<file path="src/rtl/vga_timing_decoder_if.sv">
// ---------------------------------------------------------------------------
// vga_timing_decoder_if
// Groups the video pins seen by the timing decoder together with everything
// the decoder recovers from them.
//   i_hs, i_vs    sync pins, active low
//   i_rgb         single-bit colour pin
//   o_x, o_y      recovered pixel coordinates (0 outside the visible area)
//   o_active      o_x/o_y/o_pixel describe a visible pixel (locked only)
//   o_pixel       sampled colour for (o_x,o_y)
//   o_frame_start one-cycle pulse on pixel (0,0)
//   o_locked      timing has matched the parameters for enough frames
//   o_h_err       one-cycle pulse: bad line length or HSYNC width
//   o_v_err       one-cycle pulse: bad frame length or VSYNC width
// master : the side that produces the pins and observes the results
// slave  : the decoder itself
// ---------------------------------------------------------------------------
interface vga_timing_decoder_if;
   logic       i_hs;
   logic       i_vs;
   logic       i_rgb;
   logic [9:0] o_x;
   logic [9:0] o_y;
   logic       o_active;
   logic       o_pixel;
   logic       o_frame_start;
   logic       o_locked;
   logic       o_h_err;
   logic       o_v_err;

   modport master (
      output i_hs, i_vs, i_rgb,
      input  o_x, o_y, o_active, o_pixel, o_frame_start,
      input  o_locked, o_h_err, o_v_err
   );

   modport slave (
      input  i_hs, i_vs, i_rgb,
      output o_x, o_y, o_active, o_pixel, o_frame_start,
      output o_locked, o_h_err, o_v_err
   );
endinterface

</file>
<file path="src/rtl/vga_timing_decoder.sv">
// ---------------------------------------------------------------------------
// vga_timing_decoder
// Receive-side counterpart of the 640x480 video generator. Samples the
// HSYNC/VSYNC/RGB pins, rebuilds the raster position, checks line and frame
// timing against the parameters and reports lock plus error pulses.
// Ports:
//   clk    pixel clock (same clock as the generator)
//   reset  synchronous, active high
//   vid    vga_timing_decoder_if.slave (pins in, recovered pixel/status out)
// Pipeline: stage 1 registers the pins, stage 2 is the output register, so
// every output is two clocks behind the pins and all outputs stay aligned.
// ---------------------------------------------------------------------------
module vga_timing_decoder #(
   parameter int H_ACTIVE    = 640,
   parameter int H_FP        = 16,
   parameter int H_SYNC      = 96,
   parameter int H_BP        = 48,
   parameter int V_ACTIVE    = 480,
   parameter int V_FP        = 10,
   parameter int V_SYNC      = 2,
   parameter int V_BP        = 33,
   parameter int LOCK_FRAMES = 2
) (
   input  logic                clk,
   input  logic                reset,
   vga_timing_decoder_if.slave vid
);

   localparam int H_TOTAL = H_ACTIVE + H_FP + H_SYNC + H_BP;
   localparam int V_TOTAL = V_ACTIVE + V_FP + V_SYNC + V_BP;

   localparam logic [9:0]  CNT_MAX     = 10'h3FF;
   localparam logic [9:0]  H_START     = 10'(H_SYNC + H_BP);
   localparam logic [9:0]  H_STOP      = 10'(H_SYNC + H_BP + H_ACTIVE);
   localparam logic [9:0]  V_START     = 10'(V_SYNC + V_BP);
   localparam logic [9:0]  V_STOP      = 10'(V_SYNC + V_BP + V_ACTIVE);
   localparam logic [10:0] H_TOTAL_W   = 11'(H_TOTAL);
   localparam logic [10:0] V_TOTAL_W   = 11'(V_TOTAL);
   localparam logic [9:0]  H_SYNC_LAST = 10'(H_SYNC - 1);
   localparam logic [9:0]  V_SYNC_LAST = 10'(V_SYNC - 1);
   localparam logic [3:0]  LOCK_TARGET = 4'(LOCK_FRAMES);

   typedef enum logic [1:0] {
      ST_IDLE,
      ST_LINE,
      ST_FRAME,
      ST_LOCKED
   } state_t;

   // stage 1: pin samples and edge history
   logic       hs_r_q,    hs_r_d;
   logic       vs_r_q,    vs_r_d;
   logic       rgb_r_q,   rgb_r_d;
   logic       hs_prev_q, hs_prev_d;
   logic       vs_line_q, vs_line_d;
   logic [9:0] hcnt_q,    hcnt_d;
   logic [9:0] vcnt_q,    vcnt_d;
   state_t     state_q,   state_d;
   logic [3:0] good_q,    good_d;

   // stage 2: output register
   logic [9:0] x_q,           x_d;
   logic [9:0] y_q,           y_d;
   logic       active_q,      active_d;
   logic       pixel_q,       pixel_d;
   logic       frame_start_q, frame_start_d;
   logic       locked_q,      locked_d;
   logic       h_err_q,       h_err_d;
   logic       v_err_q,       v_err_d;

   logic hs_fall, hs_rise, vs_start, vs_end;
   logic checking, h_err, v_err, sync_lost;
   logic h_vis, v_vis;

   always_comb begin
      hs_r_d    = vid.i_hs;
      vs_r_d    = vid.i_vs;
      rgb_r_d   = vid.i_rgb;
      hs_prev_d = hs_r_q;

      hs_fall  = hs_prev_q & ~hs_r_q;
      hs_rise  = ~hs_prev_q & hs_r_q;
      // VSYNC is only looked at on line starts; its edges are judged there
      vs_start = hs_fall & vs_line_q & ~vs_r_q;
      vs_end   = hs_fall & ~vs_line_q & vs_r_q;

      vs_line_d = hs_fall ? vs_r_q : vs_line_q;

      // hcnt_d/vcnt_d are the coordinates of the sample now in stage 1
      if (hs_fall) begin
         hcnt_d = '0;
      end else if (hcnt_q == CNT_MAX) begin
         hcnt_d = CNT_MAX;
      end else begin
         hcnt_d = hcnt_q + 10'd1;
      end

      if (!hs_fall) begin
         vcnt_d = vcnt_q;
      end else if (vs_start) begin
         vcnt_d = '0;
      end else if (vcnt_q == CNT_MAX) begin
         vcnt_d = CNT_MAX;
      end else begin
         vcnt_d = vcnt_q + 10'd1;
      end

      // hcnt_q/vcnt_q still hold the last sample of the previous line/frame
      checking = (state_q != ST_IDLE);
      h_err    = checking &&
                 ((hs_fall && (({1'b0, hcnt_q} + 11'd1) != H_TOTAL_W)) ||
                  (hs_rise && (hcnt_q != H_SYNC_LAST)));
      // the first vsync seen in LINE closes a frame of unknown length
      v_err    = checking &&
                 ((vs_start && (state_q != ST_LINE) &&
                   (({1'b0, vcnt_q} + 11'd1) != V_TOTAL_W)) ||
                  (vs_end && (vcnt_q != V_SYNC_LAST)));

      sync_lost = (hcnt_d == CNT_MAX) || (vcnt_d == CNT_MAX);

      state_d = state_q;
      good_d  = good_q;
      if (sync_lost) begin
         state_d = ST_IDLE;
         good_d  = '0;
      end else begin
         case (state_q)
            ST_IDLE: begin
               if (hs_fall) begin
                  state_d = ST_LINE;
                  good_d  = '0;
               end
            end
            ST_LINE: begin
               if (vs_start && !h_err && !v_err) begin
                  state_d = ST_FRAME;
                  good_d  = '0;
               end
            end
            ST_FRAME: begin
               if (h_err || v_err) begin
                  state_d = ST_LINE;
                  good_d  = '0;
               end else if (vs_start) begin
                  good_d = good_q + 4'd1;
                  if ((good_q + 4'd1) == LOCK_TARGET) begin
                     state_d = ST_LOCKED;
                  end
               end
            end
            ST_LOCKED: begin
               if (h_err || v_err) begin
                  state_d = ST_LINE;
                  good_d  = '0;
               end
            end
            default: begin
               state_d = ST_IDLE;
               good_d  = '0;
            end
         endcase
      end

      h_vis = (hcnt_d >= H_START) && (hcnt_d < H_STOP);
      v_vis = (vcnt_d >= V_START) && (vcnt_d < V_STOP);

      active_d      = (state_q == ST_LOCKED) && h_vis && v_vis;
      x_d           = active_d ? (hcnt_d - H_START) : '0;
      y_d           = active_d ? (vcnt_d - V_START) : '0;
      pixel_d       = active_d & rgb_r_q;
      frame_start_d = active_d && (hcnt_d == H_START) && (vcnt_d == V_START);
      // follows the state one cycle behind, so lock drops the cycle after an error pulse
      locked_d      = (state_q == ST_LOCKED);
      h_err_d       = h_err;
      v_err_d       = v_err;
   end

   always_ff @(posedge clk) begin
      if (reset) begin
         // sync registers rest at the idle (high) level so release makes no edge
         hs_r_q        <= 1'b1;
         vs_r_q        <= 1'b1;
         rgb_r_q       <= 1'b0;
         hs_prev_q     <= 1'b1;
         vs_line_q     <= 1'b1;
         hcnt_q        <= '0;
         vcnt_q        <= '0;
         state_q       <= ST_IDLE;
         good_q        <= '0;
         x_q           <= '0;
         y_q           <= '0;
         active_q      <= 1'b0;
         pixel_q       <= 1'b0;
         frame_start_q <= 1'b0;
         locked_q      <= 1'b0;
         h_err_q       <= 1'b0;
         v_err_q       <= 1'b0;
      end else begin
         hs_r_q        <= hs_r_d;
         vs_r_q        <= vs_r_d;
         rgb_r_q       <= rgb_r_d;
         hs_prev_q     <= hs_prev_d;
         vs_line_q     <= vs_line_d;
         hcnt_q        <= hcnt_d;
         vcnt_q        <= vcnt_d;
         state_q       <= state_d;
         good_q        <= good_d;
         x_q           <= x_d;
         y_q           <= y_d;
         active_q      <= active_d;
         pixel_q       <= pixel_d;
         frame_start_q <= frame_start_d;
         locked_q      <= locked_d;
         h_err_q       <= h_err_d;
         v_err_q       <= v_err_d;
      end
   end

   assign vid.o_x           = x_q;
   assign vid.o_y           = y_q;
   assign vid.o_active      = active_q;
   assign vid.o_pixel       = pixel_q;
   assign vid.o_frame_start = frame_start_q;
   assign vid.o_locked      = locked_q;
   assign vid.o_h_err       = h_err_q;
   assign vid.o_v_err       = v_err_q;

endmodule

</file>
<file path="src/flat_wrapper.sv">
// flat-port wrapper written by rule: the top's interface ports become plain ports
module vga_timing_decoder_flat 
#(
   parameter int H_ACTIVE    = 640,
   parameter int H_FP        = 16,
   parameter int H_SYNC      = 96,
   parameter int H_BP        = 48,
   parameter int V_ACTIVE    = 480,
   parameter int V_FP        = 10,
   parameter int V_SYNC      = 2,
   parameter int V_BP        = 33,
   parameter int LOCK_FRAMES = 2
)
  (clk, reset, vid_i_hs, vid_i_vs, vid_i_rgb, vid_o_x, vid_o_y, vid_o_active, vid_o_pixel, vid_o_frame_start, vid_o_locked, vid_o_h_err, vid_o_v_err);
  vga_timing_decoder_if vid_i ();
  input  logic clk;
  input  logic reset;
  input wire logic [$bits(vid_i.i_hs)-1:0] vid_i_hs;
  input wire logic [$bits(vid_i.i_vs)-1:0] vid_i_vs;
  input wire logic [$bits(vid_i.i_rgb)-1:0] vid_i_rgb;
  output wire logic [$bits(vid_i.o_x)-1:0] vid_o_x;
  output wire logic [$bits(vid_i.o_y)-1:0] vid_o_y;
  output wire logic [$bits(vid_i.o_active)-1:0] vid_o_active;
  output wire logic [$bits(vid_i.o_pixel)-1:0] vid_o_pixel;
  output wire logic [$bits(vid_i.o_frame_start)-1:0] vid_o_frame_start;
  output wire logic [$bits(vid_i.o_locked)-1:0] vid_o_locked;
  output wire logic [$bits(vid_i.o_h_err)-1:0] vid_o_h_err;
  output wire logic [$bits(vid_i.o_v_err)-1:0] vid_o_v_err;
  assign vid_i.i_hs = vid_i_hs;
  assign vid_i.i_vs = vid_i_vs;
  assign vid_i.i_rgb = vid_i_rgb;
  assign vid_o_x = vid_i.o_x;
  assign vid_o_y = vid_i.o_y;
  assign vid_o_active = vid_i.o_active;
  assign vid_o_pixel = vid_i.o_pixel;
  assign vid_o_frame_start = vid_i.o_frame_start;
  assign vid_o_locked = vid_i.o_locked;
  assign vid_o_h_err = vid_i.o_h_err;
  assign vid_o_v_err = vid_i.o_v_err;
  vga_timing_decoder #(.H_ACTIVE(H_ACTIVE), .H_FP(H_FP), .H_SYNC(H_SYNC), .H_BP(H_BP), .V_ACTIVE(V_ACTIVE), .V_FP(V_FP), .V_SYNC(V_SYNC), .V_BP(V_BP), .LOCK_FRAMES(LOCK_FRAMES)) u_core (.clk(clk), .reset(reset), .vid(vid_i));
endmodule
</file>
<file path="config.mk">
export PLATFORM = sky130hd
export DESIGN_NAME = vga_timing_decoder_flat
export DESIGN_NICKNAME = d
export VERILOG_FILES = /design/src/rtl/vga_timing_decoder_if.sv /design/src/rtl/vga_timing_decoder.sv /design/src/flat_wrapper.sv
export SDC_FILE = /design/constraint.sdc
export NUM_CORES = 1
export LEC_CHECK = 0
export CAP_MARGIN = 20
export CORE_UTILIZATION = 40
export DETAILED_ROUTE_END_ITERATION = 8
export GPL_TIMING_DRIVEN = 1
export PLACE_DENSITY_LB_ADDON = 0.2
export SLEW_MARGIN = 20
export SYNTH_ARGS = -nofsm -noshare
export SYNTH_HDL_FRONTEND = slang
export SYNTH_SLANG_ARGS = --single-unit
</file>
<file path="constraint.sdc">
create_clock -name clk -period 3.7 [get_ports clk]
set_input_delay 0.74 -clock clk [delete_from_list [all_inputs] [get_ports clk]]
set_output_delay 0.74 -clock clk [all_outputs]
set_load 0.05 [all_outputs]
</file>
# --- Yosys cells after proc, flatten, opt, wreduce, memory -nomap -nowiden ---
# Cells that the tools add are included.
totals:
  mem_bits_ro: 0
  latchBits: 0
  ff_bits: 57
  in_bits: 5
  ram_bits: 0
  n_memories: 0
  out_inout_bits: 26
op_classes:
  n_shift: 0
  n_reduce_logical: 27
  n_div: 0
  n_mux: 18
  mul: 0
  n_lt_le_gt_ge: 4
  n_addsub: 7
  n_bitwise: 12
  eq_ne: 20
op_table:
  columns: ["op", "count"]
  rows:
  - ["two-way mux 10 bit", 5]
  - ["== test 10 bit, second input constant", 4]
  - ["adder 10 x 1 -> 11 bit, second input constant", 2]
  - ["!= test 11 x 10 -> 1 bit, second input constant", 2]
  - ["adder 10 x 1 -> 10 bit, second input constant", 2]
  - ["less-than comparator 10 bit, second input constant", 2]
  - ["two-way mux 4 bit", 5]
  - ["case mux 4 bit (4 select lines)", 1]
  - ["logical AND 1 bit", 15]
  - ["two-way mux 2 bit", 6]
  - ["== test 10 x 6 -> 1 bit, second input constant", 1]
  - ["== test 10 x 8 -> 1 bit, second input constant", 1]
  - [">= comparator 10 x 6 -> 1 bit, second input constant", 1]
  - [">= comparator 10 x 8 -> 1 bit, second input constant", 1]
  - ["!= test 10 x 1 -> 1 bit, second input constant", 1]
  - ["!= test 10 x 7 -> 1 bit, second input constant", 1]
  - ["subtractor 10 x 6 -> 10 bit, second input constant", 1]
  - ["subtractor 10 x 8 -> 10 bit, second input constant", 1]
  - ["case mux 2 bit (4 select lines)", 1]
  - ["AND 1 bit", 7]
  - ["!= test 2 x 1 -> 1 bit, second input constant", 3]
  - ["!= test 3 x 1 -> 1 bit, second input constant", 2]
  - ["NOT 1 bit", 5]
  - ["AND reduction 5 bit", 1]
  - ["11 further kinds", 17]

# --- Longest topological paths before layout ---
logic_depth:
  ltp_word: 12
  mapped_depth: 12

# --- Least setup slack after synthesis ---
# No wires, ideal clock.
synth_timing:
  kind: "reg2reg"
  start: "register u_core.vcnt_q[0]"
  end: "register u_core.y_q[0] (netlist: u_core.vid.o_y[0])"
  path_slack_ns: 0.917
  synth_period_minus_slack_ns: 2.783
  setup_time_ns: 0.131
  t_arrival_ns: 2.652
  path_stages_with_launch: 13
  path_cell_list: "dfxtp_1 > ha_1 > buf_2 > and4_1 > buf_4 > nand3_1 > a31oi_1 > ha_1 > o41ai_4 > a21oi_2 > o211ai_2 > buf_6 > nor2_1"
synth_between:
  elab_chain_len: 9
synth_rtl:
  columns: ["item", "line_no", "text"]
  rows:
  - ["start: declaration", "vga_timing_decoder.sv:57", "logic [9:0] vcnt_q, vcnt_d;"]
  - ["start signal: assignment", "vga_timing_decoder.sv:205", "vcnt_q <= vcnt_d;"]
  - ["adder 10 x 1 -> 10 bit or == test 10 bit (tied branches)", "vga_timing_decoder.sv:105, vga_timing_decoder.sv:102", null]
  - ["two-way mux 10 bit", "vga_timing_decoder.sv:102", "end else if (vcnt_q == CNT_MAX) begin"]
  - ["two-way mux 10 bit", "vga_timing_decoder.sv:100", "end else if (vs_start) begin"]
  - ["two-way mux 10 bit (*)", "vga_timing_decoder.sv:98", "if (!hs_fall) begin"]
  - ["named net u_core.vcnt_d[0]", "vga_timing_decoder.sv:57", null]
  - [">= comparator 10 x 6 -> 1 bit or less-than comparator 10 bit (tied branches)", "vga_timing_decoder.sv:165", "v_vis = (vcnt_d >= V_START) && (vcnt_d < V_STOP);"]
  - ["logical AND 1 bit", "vga_timing_decoder.sv:165", null]
  - ["logical AND 1 bit", "vga_timing_decoder.sv:167", "active_d = (state_q == ST_LOCKED) && h_vis && v_vis;"]
  - ["NOT 1 bit (no line)", null, null]
  - ["OR reduction 2 bit (no line)", null, null]
  - ["end signal: assignment", "vga_timing_decoder.sv:209", "y_q <= y_d;"]
  - ["end: declaration", "vga_timing_decoder.sv:63", "logic [9:0] y_q, y_d;"]
# Mark *: on every way through the listed nets, which the timed path passes. The rest lies on a longest branch.
# A chain may end at the register's enable or synchronous reset.

# --- Final worst setup path ---
layout_timing:
  start: "register u_core.vcnt_q[0]"
  end: "register u_core.good_q[1]"
layout_lines:
  columns: ["item", "line_no", "text"]
  rows:
  - ["adder 10 x 1 -> 10 bit or == test 10 bit (tied branches)", "vga_timing_decoder.sv:105, vga_timing_decoder.sv:102", null]
  - ["two-way mux 10 bit", "vga_timing_decoder.sv:102", null]
  - ["two-way mux 10 bit", "vga_timing_decoder.sv:100", null]
  - ["two-way mux 10 bit (*)", "vga_timing_decoder.sv:98", null]
  - ["named net u_core.vcnt_d[0]", "vga_timing_decoder.sv:57", null]
  - ["== test 10 bit (*)", "vga_timing_decoder.sv:119", "sync_lost = (hcnt_d == CNT_MAX) || (vcnt_d == CNT_MAX);"]
  - ["logical OR 1 bit (*)", "vga_timing_decoder.sv:119", null]
  - ["OR reduction 2 bit (no line) (*)", null, null]
  - ["end signal: assignment", "vga_timing_decoder.sv:207", "good_q <= good_d;"]
  - ["end: declaration", "vga_timing_decoder.sv:59", "logic [3:0] good_q, good_d;"]
# Marks and branches as above.

==> run summary <==
synth warn = 0
global-route wire length before repair = 13600 um
Vias/cell = 5.72
maximum vdd ir drop = 283 uV
Slew @ Worst Pin = 613 ps
ANT nets after route = 0
prevailing post-synth register cell = sky130_fd_sc_hd__dfxtp_1
highest achievable clock rate = 0.303 GHz
Critical Path Fanout Max = 10
endpoint type of the worst setup path = register
met3 WL post-DR = 499 um
total clock sinks = 57
clock-pin slew on the worst setup and hold paths = 60 ps
top cell type by total area after synthesis = sky130_fd_sc_hd__dfxtp_1
area share of the largest cell type after synthesis = 33.6%
top layer used by detailed routing = met4
die height = 94.2 um
Routability Congestion = 0.878
Post-synth ARST share = 0%
Detailed Routing Iterations Pass 1 = 4
Global Route Usage Sum = 19.9%
clk root buf = sky130_fd_sc_hd__clkbuf_8
post-route standard cell area excluding fillers = 3950 um^2
detailed-route wire length per cell = 15.4 um
setup bufs post-CTS = 0
via count of the first global-routing pass = 2721
critical-path cell list = ha_1 -> and4_1 -> nand3_1 -> a31oi_1 -> ha_1 -> inv_1 -> nor4_1 -> nand3_1 -> nand2_1 -> o32ai_1
CTS tree = done
flops & latches, synth = 57
Tcrit/Tclk final = 89.3%
CP Class = reg -> reg
worst clock skew = 10.2 ps
pins over their slew limit = 0
final core occ = 48.1%
total global routing overflow = 0
number of violations of the max-capacitance limit = 0
data required time at the worst endpoint = 3900 ps
number of setup violations in the final report = 0
Core Area = 8220 um^2
DRT met1 WL = 3830 um
met2 routed wirelength = 3730 um
Crit path max-delay family = simple AND/OR/NAND/NOR gates
number of distinct standard cells referenced by the synthesized netlist = 76
Post-CTS Hold Buffers = 0
pin count of the biggest net entering global routing = 20
net count reported at finish = 442
initial antenna violation count = 0
source-to-sink clock delay at the later pin of the worst-skew pair = 340 ps
sequential area share after synthesis = 33.6%
total I/O pin count = 31
synthesized area per cell = 8.51 um^2
most common library cell in the layout ignoring fill and taps = sky130_fd_sc_hd__dfxtp_1
status = complete, no violations
count of flip-flops with a built-in enable after synthesis = 0
clock buffers created by TritonCTS = 9
via count = 3037
number of antenna cells inserted = 0
Min Clock Period, post-route = 3300 ps
estimated wirelength of the detail-placed design = 5900 um
Hold/Removal Path Class = reg -> reg
sum of negative setup slack = 0 ps
slew margin rel. = 59.1%
total number of H-tree levels = 3
most used cells in the layout excluding fill and tap cells = sky130_fd_sc_hd__dfxtp_1, sky130_fd_sc_hd__nor2_1, sky130_fd_sc_hd__clkdlybuf4s50_1, sky130_fd_sc_hd__a21oi_1, sky130_fd_sc_hd__inv_1
clock buffer depth = 2
total of cells resized after clock tree synthesis = 0
maximum single-stage delay on the critical path = 500 ps
Static Leak = 1.48 nW
Bufs and invs on worst path = 1
Critical Path AT = 3510 ps
hold violation count in the final report = 0
placement-stage cell area = 3740 um^2
Starting DRT DRC Count = 190
largest cells by area after synthesis = sky130_fd_sc_hd__dfxtp_1, sky130_fd_sc_hd__ha_1, sky130_fd_sc_hd__nor2_1
routed wire length = 8170 um
port buffer count = 30
initial core utilization = 41.3%
placement row count = 33
PwrDens = 352 nW/um^2
layout overhead on the synthesized area = 16.4%
total die area = 8870 um^2
layout filler cell count = 789
master of the slowest instance on the critical path = sky130_fd_sc_hd__dfxtp_1
netlist area before placement = 3400 um^2
horizontal die dimension = 94.2 um
DRC violations left = 0
unrepaired setup endpoints after global routing = no
fraction of final layout cells sized beyond drive strength 1 = 12.2%
Syn Inst Count = 399
Synth Net Count = 419
startpoint class of the critical path = register
-- metal layers --
metal | global-route usage (%) | up-vias
met5 | 0 | -
met4 | 6.79 | 0
met3 | 4.29 | 10
met2 | 31.6 | 102
met1 | 26.4 | 1418
li1 | - | 1507
-- path summary, 6_finish.rpt --
kind	from	end	slack (ps)	depth (start not counted)
setup / recovery	u_core.vcnt_q[0]	u_core.good_q[1]	400	10
hold / removal	u_core.rgb_r_q	u_core.vid.o_pixel	410	2
setup reg to reg	u_core.vcnt_q[0]	u_core.good_q[1]	400	10
hold reg to reg	u_core.rgb_r_q	u_core.vid.o_pixel	410	2
-- cell families (layout without fill, tap and decap cells) --
family | Yosys count | after routing | share of synthesized area, %
AOI/OAI and AO/OA | 105 | 105 | 23.6
xor gates and xnor gates | 15 | 15 | 3.87
adders and majority gates | 15 | 15 | 5.52
buffers and inverters | 43 | 70 | 6.08
DFF | 57 | 57 | 33.6
muxes | 2 | 2 | 0.589
and+or+nand+nor | 162 | 162 | 26.8
-- tightest hold or removal path: cells and delay by family, from the launching register on --
family | cells | cell delay, ps
AND/OR/NAND/NOR | 1 | 30
buffers and inverters | 1 | 40
flip-flops | 1 | 290
-- state kept, by name, indices dropped and copies added, names as in the netlist --
register	count
u_core.hcnt_q	10
u_core.vid.o_locked	1
u_core.vid.o_y	10
u_core.vs_r_q	1
u_core.vid.o_active	1
u_core.vid.o_frame_start	1
u_core.vid.o_h_err	1
u_core.vs_line_q	1
u_core.good_q	4
u_core.rgb_r_q	1
u_core.state_q	2
u_core.vcnt_q	10
u_core.vid.o_x	10
u_core.hs_prev_d	1
u_core.vid.o_pixel	1
u_core.vid.o_v_err	1
u_core.hs_prev_q	1
-- metrics by stage --
| step | power [mW] | setup WS, ps | hold slack [ps] | cells |
|---|---|---|---|---|
| finish | 1.39 | 395 | 410 | 531 |
| CTS | 1.41 | 432 | 416 | 531 |
| global placement | 0.782 | 562 | 406 | 516 |
| global route | 1.45 | 87.1 | 431 | 531 |
| floorplan | 0.748 | 917 | 394 | 399 |
| detailed placement | 0.784 | 465 | 403 | 516 |
-- layout make-up --
class | instances | area [um^2] | share of cell area, %
flip-flops and latches | 57 | 1140 | 28.9
clock inverters | 2 | 35.0 | 0.886
inverters | 19 | 71.3 | 1.80
repair buffers | 36 | 345 | 8.74
multi-input cells | 299 | 2050 | 51.9
well taps | 105 | 131 | 3.32
clock buffers | 13 | 179 | 4.53
-- power breakdown --
group | leakage, nW | total, mW | internal (mW) | switching, mW
registers | 0.461 | 0.639 | 0.625 | 0.0147
clock network | 0.112 | 0.621 | 0.380 | 0.241
logic | 0.905 | 0.132 | 0.0514 | 0.0808
total | 1.48 | 1.39 | 1.06 | 0.337
-- synth_stat cells (all sizes together) (3+ instances only) --
cell type	count
and4	9
xnor2	8
or2	5
nand3	16
xor2	7
nand2	17
nor2b	11
nand4	7
nor4	4
and3	5
a21oi	21
nand2b	5
buf	17
ha	15
a31oi	13
a21o	5
clkbuf	7
or3	6
nor4b	3
nor2	44
inv	19
a31o	4
and2	8
nor3b	3
a41oi	4
o21ai	18
a311oi	4
dfxtp	57
a211o	5
a211oi	5
nor3	12
(Power assumes the default switching activity.)
